[src/rtl/vga_fb_arbiter.sv]
// Shares one single-port framebuffer RAM between VGA scan-out (320x240 shown pixel-doubled
// on 640x480) and a req/ack writer. Display fetches always win; the writer gets every other cycle.
module vga_fb_arbiter #(
   parameter int H_START   = 1,
   parameter int V_START   = 1,
   parameter int H_VISIBLE = 640,
   parameter int V_VISIBLE = 480,
   parameter int DATA_W    = 8,
   parameter int ADDR_W    = 17
) (
   input  logic              clk_25MHz,
   input  logic              reset,
   input  logic [15:0]       h_count,
   input  logic [15:0]       v_count,
   input  logic              wr_req,
   input  logic [ADDR_W-1:0] wr_addr,
   input  logic [DATA_W-1:0] wr_data,
   output logic              wr_ack,
   output logic [ADDR_W-1:0] ram_addr,
   output logic              ram_we,
   output logic [DATA_W-1:0] ram_wdata,
   input  logic [DATA_W-1:0] ram_rdata,
   output logic [DATA_W-1:0] pixel_data,
   output logic              pixel_valid,
   output logic              vblank_pulse
);
   localparam int FB_W = H_VISIBLE / 2;
   localparam int FB_H = V_VISIBLE / 2;

   localparam logic [15:0]       H_START_C   = 16'(H_START);
   localparam logic [15:0]       V_START_C   = 16'(V_START);
   localparam logic [15:0]       H_VIS_C     = 16'(H_VISIBLE);
   localparam logic [15:0]       V_VIS_C     = 16'(V_VISIBLE);
   localparam logic [15:0]       VBLANK_V_C  = 16'(V_START + V_VISIBLE);
   localparam logic [ADDR_W-1:0] FB_W_C      = ADDR_W'(FB_W);
   localparam logic [ADDR_W-1:0] FB_SIZE_C   = ADDR_W'(FB_W * FB_H);

   localparam logic [0:0] WAIT_FRAME = 1'b0;
   localparam logic [0:0] RUN        = 1'b1;

   logic [0:0]        state_r;
   logic [0:0]        state_next_s;
   logic [15:0]       hx_s;
   logic [15:0]       vy_s;
   logic              visible_s;
   logic              frame_start_s;
   logic              run_s;
   logic              fetch_s;
   logic              grant_s;
   logic [ADDR_W-1:0] fetch_addr_s;
   logic              vis_d1_r;
   logic              vis_d2_r;
   logic              fetch_d1_r;
   logic              fetch_d2_r;

   // Slot decode: the frame-start cycle already fetches, so pixel (0,0) is never skipped.
   always_comb begin
      hx_s          = h_count - H_START_C;
      vy_s          = v_count - V_START_C;
      visible_s     = (hx_s < H_VIS_C) && (vy_s < V_VIS_C);
      frame_start_s = (h_count == H_START_C) && (v_count == V_START_C);
      run_s         = (state_r == RUN) || frame_start_s;
      fetch_s       = run_s && visible_s && (hx_s[0] == 1'b0);
      fetch_addr_s  = ADDR_W'(vy_s[15:1]) * FB_W_C + ADDR_W'(hx_s[15:1]);
      grant_s       = wr_req && !fetch_s && !wr_ack;
   end

   // Next-state logic for the frame synchroniser.
   always_comb begin
      state_next_s = state_r;
      case (state_r)
         WAIT_FRAME: begin
            if (frame_start_s) begin
               state_next_s = RUN;
            end else begin
               state_next_s = WAIT_FRAME;
            end
         end
         RUN:     state_next_s = RUN;
         default: state_next_s = WAIT_FRAME;
      endcase
   end

   // State register.
   always_ff @(posedge clk_25MHz) begin
      if (reset) begin
         state_r <= WAIT_FRAME;
      end else begin
         state_r <= state_next_s;
      end
   end

   // RAM port: display fetch, writer grant, or idle with the address held.
   always_ff @(posedge clk_25MHz) begin
      if (reset) begin
         wr_ack    <= 1'b0;
         ram_we    <= 1'b0;
         ram_addr  <= {ADDR_W{1'b0}};
         ram_wdata <= {DATA_W{1'b0}};
      end else if (fetch_s) begin
         wr_ack    <= 1'b0;
         ram_we    <= 1'b0;
         ram_addr  <= fetch_addr_s;
      end else if (grant_s) begin
         wr_ack    <= 1'b1;
         ram_we    <= (wr_addr < FB_SIZE_C);
         ram_addr  <= wr_addr;
         ram_wdata <= wr_data;
      end else begin
         wr_ack    <= 1'b0;
         ram_we    <= 1'b0;
      end
   end

   // Scan-out pipeline: track the RAM read latency and show each fetched word for two columns.
   always_ff @(posedge clk_25MHz) begin
      if (reset) begin
         vis_d1_r     <= 1'b0;
         vis_d2_r     <= 1'b0;
         fetch_d1_r   <= 1'b0;
         fetch_d2_r   <= 1'b0;
         pixel_valid  <= 1'b0;
         pixel_data   <= {DATA_W{1'b0}};
         vblank_pulse <= 1'b0;
      end else begin
         vis_d1_r     <= run_s && visible_s;
         vis_d2_r     <= vis_d1_r;
         fetch_d1_r   <= fetch_s;
         fetch_d2_r   <= fetch_d1_r;
         pixel_valid  <= vis_d2_r;
         vblank_pulse <= (h_count == H_START_C) && (v_count == VBLANK_V_C);
         if (fetch_d2_r) begin
            pixel_data <= ram_rdata;
         end else if (vis_d2_r) begin
            pixel_data <= pixel_data;
         end else begin
            pixel_data <= {DATA_W{1'b0}};
         end
      end
   end

endmodule

[config.mk]
export PLATFORM = sky130hd
export DESIGN_NAME = vga_fb_arbiter
export DESIGN_NICKNAME = d
export VERILOG_FILES = /design/src/rtl/vga_fb_arbiter.sv
export SDC_FILE = /design/constraint.sdc
export NUM_CORES = 1
export LEC_CHECK = 0
export CAP_MARGIN = 0
export CORE_MARGIN = 4
export CORE_UTILIZATION = 67
export DETAILED_ROUTE_END_ITERATION = 8
export DONT_BUFFER_PORTS = 1
export HOLD_SLACK_MARGIN = 0.1
export PLACE_DENSITY = 0.89
export SLEW_MARGIN = 5
export SYNTH_ARGS = -nofsm -noshare
export SYNTH_HDL_FRONTEND = slang
export SYNTH_SLANG_ARGS = --single-unit
[constraint.sdc]
create_clock -name clk_25MHz -period 12.9 [get_ports clk_25MHz]
set_input_delay 2.58 -clock clk_25MHz [delete_from_list [all_inputs] [get_ports clk_25MHz]]
set_output_delay 2.58 -clock clk_25MHz [all_outputs]
set_load 0.005 [all_outputs]
==> results.toml, run 1 <==
[timing]
setup_tns_ns = 0
slew_viol_final = 0
tightest_slew_ns = 0.7850
rsz0062_at_grt = "false"
fmax_ghz = 0.1684
final_min_period_over_clock_period_pct = 46.04
setup_violations = 0
finalCriticalPeriod_ns = 5.939
hold_viol = 0
relSlewSlack_pct = 47.67
fin_skew_ns = 0.01060

[critical_path]
cp-start-kind = "input pin"
crit_path_frequent_cell = "ha_1"
r2r_end = "ram_addr[15]"
crit_path_max_incr_delay_ns = 0.56
crit_family = "adder cells"
cp_num_cells = 15
startpoint = "v_count[1]"
cp.required_ns = 13.08
reg2reg_from = "state_r"
crit_slowest_cell = "or3b_2"
path_max_fanout = 8
path_class = "input pin to register"
path_cells = "inv_1 > ha_1 > or3b_2 > xnor2_1 > ha_1 > ha_1 > fa_1 > xor2_1 > ha_1 > or2_2 > a21o_1 > o41ai_1 > o21ai_0 > xnor2_1 > o22ai_1"
endpoint = "ram_addr[15]"
cp_num_buf_inv = 1
ff2ff_path_depth = 4
cp-end-kind = "register"
r2r_setup_slack_ns = 11.24
crit_arrival_ns = 6.12

[synth]
syn_area_per_cell_um2 = 7.976
syn_nets = 521
synth_edf_count = 0
syn_area_um2 = 3406
ys_async_sr_fraction_pct = 0
yosysUniqueCellTypes = 63
synth_seq_area_share_pct = 24.69
syn_inst = 427
synth_seq_cells = 42
synth_flop_cell = "dfxtp_1"
yosys_warnings = 0

[power]
power_density_nw_per_um2 = 97.33
p_int_uw = 226.8
combPwrFrac_pct = 33.1
seqPwrFrac_pct = 41.1
p_sw_share_pct = 32.65
power_switching_uw = 110.0
p_clk_share_pct = 25.8
total_power_uw = 336.7
peakVddDrop_uv = 50.70
p_leak_uw = 0.001381

[layout]
largest_register_ffs = 17
drive_above_1_share_pct = 6.813
nets = 504
fillers = 402
synthToLayoutAreaGrowth_pct = 1.580
n_antenna_cell = 0
post-route-util_pct = 71.82
top_register = "ram_addr"
biggestRegsByFlops = "ram_addr: 17 flops, pixel_data: 8 flops, ram_wdata: 8 flops"

[clock_tree]
clock-sinks = 42
tritoncts = "done"
clkTransAtPathRegs_ns = 0.09
htree_levels = 2
clkLatencyLatePin_ns = 0.30
cts_resized = 0
cts_setup_buffers = 0
holdBufCountCts = 0
cts_root_buf = "clkbuf_8"
cts_buffers = 5
cts_buffer_depth = 2

[global_route]
grt_use_met3_pct = 7.370
grt_max_degree = 44
top_usage_layer = "met2"
grt_pass1_wl_um = 13130
grt_pass1_vias = 2870
use_met2_pct = 43.52
grt_overflow_total = 0
met1_usage_pct = 31.74
grt_use_total_pct = 25.71
antenna_found_initial = 0

[floorplan]
start_util_pct = 70.70
dieArea_um2 = 6288
chipHeight_um = 79.30
num_rows = 25
ios = 105
core-area_um2 = 4817
die_w_um = 79.30

[placed_design]
gp_congestion = 0.9111
port_buffers = 0
hpwlAfterDp_um = 6504

[route]
drc = 0
vias = 2971
wl_um = 8069
drt_iter0_markers = 218
antenna_left = 0
first_pass_iters = 4
via_per_inst = 6.215
wl_per_cell_um = 16.88

[flow_run]
drv_cap = 0

[worst_hold_path]
hold_class = "register to register"
hold_depth = 1

[run_status]
outcome = "complete, no violations"
-- stage by stage --
| step | setup slack (ns) | area [um2] | std cells | hold slack [ns] |
|---|---|---|---|---|
| 3_3_place_gp | 6.748 | 3366 | 470 | 0.4211 |
| 4_1_cts | 6.952 | 3460 | 478 | 0.4598 |
| 3_5_place_dp | 6.635 | 3366 | 470 | 0.4387 |
| 5_1_grt | 6.615 | 3460 | 478 | 0.4688 |
| 6_report | 6.961 | 3460 | 478 | 0.4628 |
| 2_1_floorplan | 6.804 | 3406 | 427 | 0.4138 |
-- power by group through the flow --
| stage | clock, uW | sequential [uW] | combinational (uW) |
|---|---|---|---|
| 4_1_cts | 87.0 | 139 | 111 |
| 5_1_grt | 94.0 | 139 | 126 |
| 3_5_place_dp | 0 | 142 | 110 |
| 3_3_place_gp | 0 | 141 | 106 |
| 6_report | 86.9 | 139 | 111 |
| 2_1_floorplan | 0 | 140 | 96.3 |
-- placed cells by master (no fill, tap or decap), types with 15 or more instances in the layout --
cell type	instances
a21oi_1	22
nor2_1	39
nor3_1	20
inv_1	17
dfxtp_1	42
ha_1	24
nand2_1	42
mux2i_1	15
nand2b_1	19
xnor2_1	19
-- cell families after synthesis --
| kind of cell | share of synthesized area (%) |
|---|---|
| flops | 24.69 |
| buf+inv | 5.731 |
| xor+xnor | 8.376 |
| fa+ha+maj | 9.993 |
| simple gates | 28.99 |
| compound gates | 17.49 |
| mux | 4.739 |
-- cell type report --
class | count | area (um2) | area share (%)
clock buffers | 5 | 68.82 | 1.989
clock inverters | 3 | 25.02 | 0.7233
inverters | 17 | 63.81 | 1.844
multi-input cells | 343 | 2370 | 68.50
flip-flops and latches | 42 | 840.8 | 24.30
well taps | 67 | 83.83 | 2.423
repair buffers | 1 | 7.507 | 0.2170
-- synth_stat cells, drive strengths merged, types with 2 or more instances --
library cell   n  share of area [%]
xnor2         19                4.9
nand3         12                2.1
nor2          39                4.3
a21oi         24                4.0
or3            6                1.1
a311oi         2               0.51
o211ai         2               0.44
nor2b          7                1.3
nand2         42                4.6
nand4          8                1.5
and2           9                1.7
nand4b         2               0.51
clkbuf        15                1.7
ha            24                8.8
inv           17                1.9
a21o           8                1.8
or3b           2               0.51
nor3          23                3.8
fa             2                1.2
o311a          2               0.59
xor2          11                2.8
mux2i         15                4.4
buf           10                2.2
or4            4               0.99
o21ai         12                1.8
a221oi         8                2.6
dfxtp         42                 25
o22ai          8                1.8
a211oi         5                1.1
nor4           5               0.92
nand2b        19                3.5
nand3b         2               0.44
or2            3               0.55
-- layer usage --
metal / routed length, um / vias up
li1: - / 1490
met1: 3308 / 1357
met2: 3849 / 112
met3: 777 / 12
met4: 133 / 0
met5: 0 / -
-- worst min-delay path by stage --
stage          startpoint          to  slack [ns]
6_report       fetch_d1_r  fetch_d2_r        0.46
5_1_grt        fetch_d1_r  fetch_d2_r        0.47
4_1_cts          vis_d1_r    vis_d2_r        0.46
3_5_place_dp   fetch_d1_r  fetch_d2_r        0.44
3_3_place_gp   fetch_d1_r  fetch_d2_r        0.42
2_1_floorplan  fetch_d1_r  fetch_d2_r        0.41
No activity file was read; power rests on OpenSTA's default activity.
==> inputs of run 2 (changes only) <==
--- a/config.mk
+++ b/config.mk
@@ -7,11 +7,11 @@
 export LEC_CHECK = 0
 export CAP_MARGIN = 0
 export CORE_MARGIN = 4
-export CORE_UTILIZATION = 67
+export CORE_UTILIZATION = 65
 export DETAILED_ROUTE_END_ITERATION = 8
 export DONT_BUFFER_PORTS = 1
 export HOLD_SLACK_MARGIN = 0.1
-export PLACE_DENSITY = 0.89
+export PLACE_DENSITY = 0.87
 export SLEW_MARGIN = 5
 export SYNTH_ARGS = -nofsm -noshare
 export SYNTH_HDL_FRONTEND = slang
==> constraint.sdc (replaced) <==
create_clock -name clk_25MHz -period 6.1 [get_ports clk_25MHz]
set_input_delay 1.22 -clock clk_25MHz [delete_from_list [all_inputs] [get_ports clk_25MHz]]
set_output_delay 1.22 -clock clk_25MHz [all_outputs]
set_load 0.005 [all_outputs]
==> results.toml, run 2 (synthesized netlist as in run 1, its figures left out) <==
[layout]
final_cell_mix = "nand2_1 (42), dfxtp_1 (42), nor2_1 (39), ha_1 (24), a21oi_1 (22)"
fillers = 421
synthToLayoutAreaGrowth_pct = 2.241
top_register = "ram_addr"
biggestRegsByFlops = "ram_addr: 17 flops, pixel_data: 8 flops, ram_wdata: 8 flops"
register_area_um2 = 840.8
drive_above_1_share_pct = 6.585
design_area_um2 = 3482
n_antenna_cell = 0
multi_input_area_um2 = 2370
largest_register_ffs = 17
nets = 504

[timing]
final_min_period_over_clock_period_pct = 76.66
finalCriticalPeriod_ns = 4.676
relSlewSlack_pct = 44.30
fmax_ghz = 0.2139
setup_tns_ns = 0
setup_ws_ns = 1.424
slew_viol_final = 0
fin_skew_ns = 0.009736
tightest_slew_ns = 0.8355
rsz0062_at_grt = "false"
setup_violations = 0
hold_viol = 0

[route]
wl_um = 8468
via_per_inst = 6.438
vias = 3090
wl_per_cell_um = 17.64
first_pass_iters = 5
antenna_left = 0
drc = 0
drt_iter0_markers = 223

[placed_design]
post-place-ws_ns = 1.141
place_area_um2 = 3369
port_buffers = 0
hpwlAfterDp_um = 6488
gp_congestion = 0.9418

[floorplan]
die_w_um = 80.39
chipHeight_um = 80.39
start_util_pct = 66.68
num_rows = 26
dieArea_um2 = 6462
ios = 105
core-area_um2 = 5107

[critical_path]
path_max_fanout = 8
cp-start-kind = "input pin"
cp-end-kind = "register"
cp.required_ns = 6.29
path_class = "input pin to register"
crit_arrival_ns = 4.86

[clock_tree]
holdBufCountCts = 0
cts_setup_buffers = 0
tritoncts = "done"
cts_buffers = 5
clock-sinks = 42
htree_levels = 2
cts_buffer_depth = 2
cts_root_buf = "clkbuf_8"
clkTransAtPathRegs_ns = 0.08
clkLatencyLatePin_ns = 0.30
cts_resized = 0

[power]
power_density_nw_per_um2 = 216.0
peakVddDrop_uv = 171.3
p_leak_uw = 0.001394

[global_route]
grt_max_degree = 44
antenna_found_initial = 0
grt_use_total_pct = 25.40
grt_overflow_total = 0
grt_pass1_vias = 2894
grt_pass1_wl_um = 13000

[worst_hold_path]
hold_class = "register to register"

[run_status]
outcome = "complete, no violations"

[flow_run]
drv_cap = 0
[run 2: cell types whose count changed in the layout (fill, tap and decap cells not counted), sizes merged]
cell      before  now
clkinvlp       1    0
clkinv         1    0
inv           18   17
bufinv         0    1
clkbuf         5    6
[run 2: critical path, stage by stage]
cell	delay (ns)
inv_1	0.05
ha_1	0.21
or3b_2	0.56
nor3_1	0.42
xnor2_1	0.14
ha_1	0.32
ha_1	0.36
a21o_1	0.20
a21o_1	0.20
xor2_1	0.15
ha_1	0.34
nor3_1	0.23
nor2_1	0.08
o211ai_1	0.11
xor2_1	0.19
o22ai_2	0.08
[run 2: metal layers]
metal	track usage [%]	wire (um)
met5	0	0
met4	10.14	208
met3	6.839	775
met2	45.61	4252
met1	28.12	3230
[run 2: worst paths after layout]
kind / start / end / slack [ns] / depth (start not counted)
setup / recovery: v_count[1] / ram_addr[16] / 1.42 / 16
hold / removal: fetch_d1_r / fetch_d2_r / 0.46 / 1
setup reg to reg: state_r / ram_wdata[5] / 4.43 / 4
hold reg to reg: fetch_d1_r / fetch_d2_r / 0.46 / 1
[run 2: final cells by class]
type / instances / area share [%]
tap: 70 / 2.515
multi-input combinational: 343 / 68.06
clock inverter: 1 / 0.8624
timing repair buffer: 1 / 0.2156
clock buffer: 6 / 2.372
inverter: 17 / 1.833
sequential: 42 / 24.15
[run 2: through the flow]
step	power [uW]	utilization (%)	hold slack, ns	cells
floorplan	500.8	-	0.4138	427
global route	798.1	68.18	0.4742	480
global placement	525.0	65.97	0.4159	473
finish	752.0	68.18	0.4563	480
detailed placement	533.5	65.97	0.4321	473
CTS	753.1	68.18	0.4606	480
[run 2: power breakdown]
group | internal [uW] | switching (uW)
Clock | 131 | 91.9
Combinational | 112 | 124
Sequential | 285 | 8.40
